### src/rtl/alu_cmp_pipe_if.sv
// Handshake bundle for alu_cmp_pipe: operand beat in, result beat out,
// plus the true-result counter sideband. The master drives operands, the slave is the pipe.
`timescale 1ns/1ps

interface alu_cmp_pipe_if #(
  parameter int WIDTH = 32,
  parameter int CNT_W = 16
);
  logic             in_valid;
  logic             in_ready;
  logic [WIDTH-1:0] A;
  logic [WIDTH-1:0] B;
  logic [2:0]       ALUFun;
  logic             Sign;
  logic             out_valid;
  logic [WIDTH-1:0] S;
  logic             out_ready;
  logic             clr_cnt;
  logic [CNT_W-1:0] true_cnt;
  logic             illegal;

  modport master (
    output in_valid, A, B, ALUFun, Sign, out_ready, clr_cnt,
    input  in_ready, out_valid, S, true_cnt, illegal
  );

  modport slave (
    input  in_valid, A, B, ALUFun, Sign, out_ready, clr_cnt,
    output in_ready, out_valid, S, true_cnt, illegal
  );
endinterface

### src/rtl/alu_cmp_pipe.sv
// Two-stage compare pipe: stage 1 captures subtraction flags, stage 2 decodes
// the compare code into a 1-bit result. Counts consumed true results.
`timescale 1ns/1ps

module alu_cmp_pipe #(
  parameter int WIDTH = 32,
  parameter int CNT_W = 16
) (
  input logic            clk,
  input logic            reset,
  alu_cmp_pipe_if.slave  bus
);

  logic [WIDTH:0]   diff;
  logic             diffZero;
  logic             diffNeg;
  logic             diffOvf;
  logic             diffBorrow;
  logic             aSign;
  logic             aZero;

  logic             s1Valid_q, s1Valid_d;
  logic             zFlag_q, zFlag_d;
  logic             nFlag_q, nFlag_d;
  logic             vFlag_q, vFlag_d;
  logic             borrow_q, borrow_d;
  logic             aSign_q, aSign_d;
  logic             aZero_q, aZero_d;
  logic [2:0]       fun_q, fun_d;
  logic             sign_q, sign_d;

  logic             s2Valid_q, s2Valid_d;
  logic             flag_q, flag_d;
  logic [CNT_W-1:0] cnt_q, cnt_d;
  logic             illegal_q, illegal_d;

  logic             s1Advance;
  logic             accept;
  logic             consume;
  logic             lessThan;
  logic             evalFlag;

  // Zero-extended subtract gives the unsigned borrow in the top bit.
  assign diff       = {1'b0, bus.A} - {1'b0, bus.B};
  assign diffZero   = (diff[WIDTH-1:0] == '0);
  assign diffNeg    = diff[WIDTH-1];
  assign diffOvf    = (bus.A[WIDTH-1] ^ bus.B[WIDTH-1]) & (diff[WIDTH-1] ^ bus.A[WIDTH-1]);
  assign diffBorrow = diff[WIDTH];
  assign aSign      = bus.A[WIDTH-1];
  assign aZero      = (bus.A == '0);

  assign s1Advance  = !s2Valid_q || bus.out_ready;
  assign bus.in_ready = !s1Valid_q || s1Advance;
  assign accept     = bus.in_valid && bus.in_ready;
  assign consume    = s2Valid_q && bus.out_ready;

  always_comb begin
    lessThan = sign_q ? (nFlag_q ^ vFlag_q) : borrow_q;
    evalFlag = 1'b0;
    case (fun_q)
      3'b001:  evalFlag = zFlag_q;
      3'b000:  evalFlag = !zFlag_q;
      3'b010:  evalFlag = lessThan;
      3'b011:  evalFlag = !lessThan;
      3'b110:  evalFlag = sign_q ? (aSign_q || aZero_q) : aZero_q;
      3'b101:  evalFlag = sign_q ? aSign_q : 1'b0;
      3'b111:  evalFlag = sign_q ? (!aSign_q && !aZero_q) : !aZero_q;
      default: evalFlag = 1'b0;
    endcase
  end

  always_comb begin
    s1Valid_d = s1Valid_q;
    zFlag_d   = zFlag_q;
    nFlag_d   = nFlag_q;
    vFlag_d   = vFlag_q;
    borrow_d  = borrow_q;
    aSign_d   = aSign_q;
    aZero_d   = aZero_q;
    fun_d     = fun_q;
    sign_d    = sign_q;
    s2Valid_d = s2Valid_q;
    flag_d    = flag_q;
    cnt_d     = cnt_q;
    illegal_d = illegal_q;

    if (accept) begin
      s1Valid_d = 1'b1;
      zFlag_d   = diffZero;
      nFlag_d   = diffNeg;
      vFlag_d   = diffOvf;
      borrow_d  = diffBorrow;
      aSign_d   = aSign;
      aZero_d   = aZero;
      fun_d     = bus.ALUFun;
      sign_d    = bus.Sign;
      illegal_d = (bus.ALUFun == 3'b100);
    end else if (s1Advance) begin
      s1Valid_d = 1'b0;
    end

    // Stage 2 only moves when its slot is free or being drained; S holds otherwise.
    if (s1Advance) begin
      s2Valid_d = s1Valid_q;
      if (s1Valid_q) begin
        flag_d = evalFlag;
      end
    end

    // A clear overrides an increment landing on the same edge.
    if (bus.clr_cnt) begin
      cnt_d = '0;
    end else if (consume && flag_q && (cnt_q != '1)) begin
      cnt_d = cnt_q + 1'b1;
    end
  end

  always_ff @(posedge clk or posedge reset) begin
    if (reset) begin
      s1Valid_q <= 1'b0;
      zFlag_q   <= 1'b0;
      nFlag_q   <= 1'b0;
      vFlag_q   <= 1'b0;
      borrow_q  <= 1'b0;
      aSign_q   <= 1'b0;
      aZero_q   <= 1'b0;
      fun_q     <= 3'b000;
      sign_q    <= 1'b0;
      s2Valid_q <= 1'b0;
      flag_q    <= 1'b0;
      cnt_q     <= '0;
      illegal_q <= 1'b0;
    end else begin
      s1Valid_q <= s1Valid_d;
      zFlag_q   <= zFlag_d;
      nFlag_q   <= nFlag_d;
      vFlag_q   <= vFlag_d;
      borrow_q  <= borrow_d;
      aSign_q   <= aSign_d;
      aZero_q   <= aZero_d;
      fun_q     <= fun_d;
      sign_q    <= sign_d;
      s2Valid_q <= s2Valid_d;
      flag_q    <= flag_d;
      cnt_q     <= cnt_d;
      illegal_q <= illegal_d;
    end
  end

  assign bus.out_valid = s2Valid_q;
  assign bus.S         = {{(WIDTH-1){1'b0}}, flag_q};
  assign bus.true_cnt  = cnt_q;
  assign bus.illegal   = illegal_q;

endmodule

### src/flat_wrapper.sv
// flat-port wrapper written by rule: the top's interface ports become plain ports
module alu_cmp_pipe_flat 
#(
  parameter int WIDTH = 32,
  parameter int CNT_W = 16
)
  (clk, reset, bus_in_valid, bus_A, bus_B, bus_ALUFun, bus_Sign, bus_out_ready, bus_clr_cnt, bus_in_ready, bus_out_valid, bus_S, bus_true_cnt, bus_illegal);
  alu_cmp_pipe_if #(.WIDTH(WIDTH), .CNT_W(CNT_W)) bus_i ();
  input logic clk;
  input logic reset;
  input wire logic [$bits(bus_i.in_valid)-1:0] bus_in_valid;
  input wire logic [$bits(bus_i.A)-1:0] bus_A;
  input wire logic [$bits(bus_i.B)-1:0] bus_B;
  input wire logic [$bits(bus_i.ALUFun)-1:0] bus_ALUFun;
  input wire logic [$bits(bus_i.Sign)-1:0] bus_Sign;
  input wire logic [$bits(bus_i.out_ready)-1:0] bus_out_ready;
  input wire logic [$bits(bus_i.clr_cnt)-1:0] bus_clr_cnt;
  output wire logic [$bits(bus_i.in_ready)-1:0] bus_in_ready;
  output wire logic [$bits(bus_i.out_valid)-1:0] bus_out_valid;
  output wire logic [$bits(bus_i.S)-1:0] bus_S;
  output wire logic [$bits(bus_i.true_cnt)-1:0] bus_true_cnt;
  output wire logic [$bits(bus_i.illegal)-1:0] bus_illegal;
  assign bus_i.in_valid = bus_in_valid;
  assign bus_i.A = bus_A;
  assign bus_i.B = bus_B;
  assign bus_i.ALUFun = bus_ALUFun;
  assign bus_i.Sign = bus_Sign;
  assign bus_i.out_ready = bus_out_ready;
  assign bus_i.clr_cnt = bus_clr_cnt;
  assign bus_in_ready = bus_i.in_ready;
  assign bus_out_valid = bus_i.out_valid;
  assign bus_S = bus_i.S;
  assign bus_true_cnt = bus_i.true_cnt;
  assign bus_illegal = bus_i.illegal;
  alu_cmp_pipe #(.WIDTH(WIDTH), .CNT_W(CNT_W)) u_core (.clk(clk), .reset(reset), .bus(bus_i));
endmodule
### config.mk
export PLATFORM = sky130hd
export DESIGN_NAME = alu_cmp_pipe_flat
export DESIGN_NICKNAME = d
export VERILOG_FILES = /design/src/rtl/alu_cmp_pipe_if.sv /design/src/rtl/alu_cmp_pipe.sv /design/src/flat_wrapper.sv
export SDC_FILE = /design/constraint.sdc
export NUM_CORES = 1
export LEC_CHECK = 0
export CORE_UTILIZATION = 52
export CTS_CLUSTER_DIAMETER = 150
export DETAILED_ROUTE_END_ITERATION = 8
export PLACE_DENSITY = 0.92
export SYNTH_ARGS = -nofsm -noshare
export SYNTH_HDL_FRONTEND = slang
export SYNTH_SLANG_ARGS = --single-unit
export TNS_END_PERCENT = 20
### constraint.sdc
create_clock -name clk -period 5.5 [get_ports clk]
set_input_delay 1.1 -clock clk [delete_from_list [all_inputs] [get_ports clk]]
set_output_delay 1.1 -clock clk [all_outputs]
set_load 0.01 [all_outputs]
==> summary.md <==
| Metric | Value |
|---|---|
| Status | `finished, final reports clean` |
| Asr flop ratio synth | `100%` |
| Cell with the most instances after synthesis | `nand2_1` |
| Vias in the first global route | `about 3.8k` |
| Critical path class | `in2reg` |
| Leakage | `2.08 nW` |
| Buf/Inv on CP | `2` |
| Hold Path Cell Cnt | `2` |
| Fillcell total | `658` |
| Crit end category | `register` |
| Leading cell types by count after synthesis | `45 x nand2_1, 43 x inv_1, 42 x nor2_1` |
| Pin count of the biggest net entering global routing | `31` |
| Routed vias/inst | `5.83` |
| Post-synthesis sequential area ratio | `between 10% and 20%` |
| Core Box Area | `0.00729 sq mm` |
| Power per cell area | `172 mW/mm^2` |
| Crit path launch type | `input pin` |
| RSZ-0062 raised after global routing | `no` |
| CP max FO | `4` |
| GR Util met3 | `3.23%` |
| Worst hold start | `u_core.bus.illegal$_DFFE_PP0P_` |
| Primary FF master, synth | `dfrtp_1` |
| CTS Buf Count | `5` |
| Post-synth top area cell | `dfrtp_1` |
| Avg Cell Area, Syn | `7.58 sq um` |
| DRT iter0 DRCs | `between 150 and 200` |
| Post-DP HPWL | `8.57 mm` |
| Post-route ant nets | `0` |
| Global Route Usage Sum | `27.7%` |
| Min Tclk post-route | `4020 ps` |
| PortBufs | `92` |
| Slew Limit Fails | `0` |
| Layout cells sized above 1 | `4.52%` |
| CTS Root Cell | `clkbuf_8` |
| H-tree depth | `2` |
| Top post-synthesis cells by area | `dfrtp_1 19%, ha_1 11%, buf_4 6.3%` |
| R2R depth | `8` |
| Inserted Diodes | `0` |
| Critical-path cell list | `clkdlybuf4s50_1 -> inv_1 -> ha_1 -> fa_1 -> nand2b_1 -> a21o_1 -> a211oi_2 -> o21ai_1 -> a211oi_1 -> a21oi_1 -> o21ai_1 -> o21ai_0 -> mux2_2` |
| Final setup viols | `0` |
| Post-DR wirelength/cell | `between 10 and 15 microns` |
| CP dominant cell by count | `o21ai_1` |
| Hold Crit Class | `reg2reg` |
| Worst r2r dst | `u_core.bus.true_cnt[12]$_DFFE_PP0P_` |
| Met1 usage | `between 30% and 40%` |
| Setup TNS | `0 ps` |
| Netlist cell types | `between 60 and 70` |
| Max IR drop VDD | `88.7 uV` |
| TritonCTS Sinks | `30` |
| Fmax | `roughly 0.25 GHz` |
| Area occupied by multi-input gates | `~0.0028 sq mm` |
| DRC | `0` |
| WP data arrival | `4200 ps` |
| # rows | `31` |
| Die Ht | `88.9 microns` |
| Routing usage on met2 | `50.6%` |
| Yosys reg bits | `30` |
| Die W | `a little under 90 microns` |
| Final worst slack | `1480 ps` |
| Clock latency on the worst-skew pair | `300 ps` |
| Reg2reg setup slack | `2960 ps` |
| Max-slew headroom | `27.4%` |
| Final Wtd Congestion | `0.933` |
| Max stage delay cell, worst path | `clkdlybuf4s50_1` |
| CTS tree | `yes` |
| Total of max-cap violations | `0` |
| RR Startpoint | `u_core.bus.true_cnt[0]$_DFFE_PP0P_` |
| Post-synth EDFFs | `0` |
| Global route total overflow | `0` |
| Clock buffer depth | `2` |
| Syn-to-layout area delta | `23.8%` |
| Yosys top cell area share | `approximately a fifth` |
| Cells after synthesis | `518` |
| Clock slew at reported path FFs | `~60 ps` |
| Die Area | `0.00790 sq mm` |
| Post-Route WL | `10.4 mm` |
| Nets | `roughly 700` |
| Busiest grt layer | `met2` |
| CP Data Required Time | `between 5000 and 6000 ps` |
| Delay-heaviest family, CP | `compound AO/OA/AOI/OAI gates` |
| Final hold violation count | `0` |
| First-pass GRT wire length | `17.0 mm` |
| Initial Util | `53.9%` |
| Worst Tran Pin Value | `1090 ps` |
| Post-CTS Setup Inserts | `0` |
| Routed vias | `4,064` |
| Slowest stage delay, CP | `500 ps` |
| Register area | `roughly 750 sq um` |
| Drt pass-1 iters | `5` |
| Setup Skew | `between 10 and 15 ps` |
| I/O pin cnt | `124` |
| Ys Warns | `0` |
| Hold EP | `u_core.bus.illegal$_DFFE_PP0P_` |
| Initial antenna violation count | `0` |
| Cts hold-fix bufs | `0` |
| Syn Std Cell Area | `0.00393 sq mm` |
| Final Util | `66.7%` |
| Tcrit/Tclk final | `73.1%` |
| Post-CTS Resized | `0` |
| Pre-CTS setup slack | `1260 ps` |
==> state kept, by name, summed over array words and instances, names as in the netlist <==
| register | cells |
|---|---|
| u_core.flag_q | 1 |
| u_core.s1Valid_q | 1 |
| u_core.vFlag_q | 1 |
| u_core.bus.illegal | 1 |
| u_core.bus.true_cnt | 16 |
| u_core.nFlag_q | 1 |
| u_core.aZero_q | 1 |
| u_core.sign_q | 1 |
| u_core.aSign_q | 1 |
| u_core.fun_q | 3 |
| u_core.zFlag_q | 1 |
| u_core.bus.out_valid | 1 |
| u_core.borrow_q | 1 |
==> how the worst max path moves through the flow <==
stage,slack [ps],startpoint,to,depth (start not counted)
floorplan,2100,bus_A[0],u_core.borrow_q$_DFFE_PP0P_,12
global placement,1320,bus_A[0],u_core.borrow_q$_DFFE_PP0P_,13
detailed placement,1260,bus_A[0],u_core.borrow_q$_DFFE_PP0P_,13
CTS,1560,bus_A[0],u_core.borrow_q$_DFFE_PP0P_,13
global route,1270,bus_A[0],u_core.borrow_q$_DFFE_PP0P_,13
finish,1480,bus_A[0],u_core.borrow_q$_DFFE_PP0P_,13
==> kinds of logic (layout without fill, tap and decap cells) <==
logic type / count (synthesis) / in the layout / synth area share [%]
and+or+nand+nor: 186 / 186 / 23.8
AOI/OAI and AO/OA: 132 / 132 / 23.6
buffers and inverters: 93 / 143 / 12.2
adders and majority gates: 34 / 34 / 11.0
DFF: 30 / 30 / 19.1
xor gates and xnor gates: 28 / 28 / 6.24
muxes: 14 / 14 / 3.85
other: 1 / 31 / 0.0955
==> cells in the final DEF (no fill, tap or decap), types with 13 or more instances in the layout <==
cell type        count
a21oi_1             31
clkdlybuf4s50_1     92
conb_1              31
dfrtp_1             30
ha_1                33
inv_1               43
nand2_1             45
nand3_1             13
nand4_1             17
nor2_1              42
nor3_1              14
nor4_1              14
o21ai_0             19
xnor2_1             14
xor2_1              14
==> metrics by stage <==
step	power, W	instance area, sq um	hold slack (ps)	instances
2_1_floorplan	0.000534	4040	449	548
3_3_place_gp	0.000633	4770	463	689
3_5_place_dp	0.000643	4770	475	689
4_1_cts	0.000831	4860	490	697
5_1_grt	0.000888	4860	515	697
6_report	0.000835	4860	484	697
==> where the power goes <==
group / internal (W) / total, W / switching [W]
clock: 0.000100 / 0.000187 / 0.0000864
combinational: 0.000181 / 0.000396 / 0.000215
sequential: 0.000237 / 0.000252 / 0.0000149
==> layer usage <==
metal	up-vias	routed length, microns	part of all wire, %
met5	-	0	0
met4	0	276	2.6
met3	21	716	6.9
met2	184	5210	50
met1	1878	4220	40
li1	1981	-	-
==> worst min-delay path, delay by kind of cell, from the launching register on <==
family | cells | cell delay (ps)
and+or+nand+nor | 1 | 50
DFF | 1 | 340
AOI/OAI and AO/OA | 1 | 60
==> area by class of cell <==
class	instances	area share, %
multi-input combinational	425	57.8
timing repair buffer	92	18.9
tap	99	2.55
sequential	30	15.4
inverter	43	3.32
clock inverter	2	0.257
clock buffer	6	1.70
Note: power is estimated with default switching activity, not from simulation.
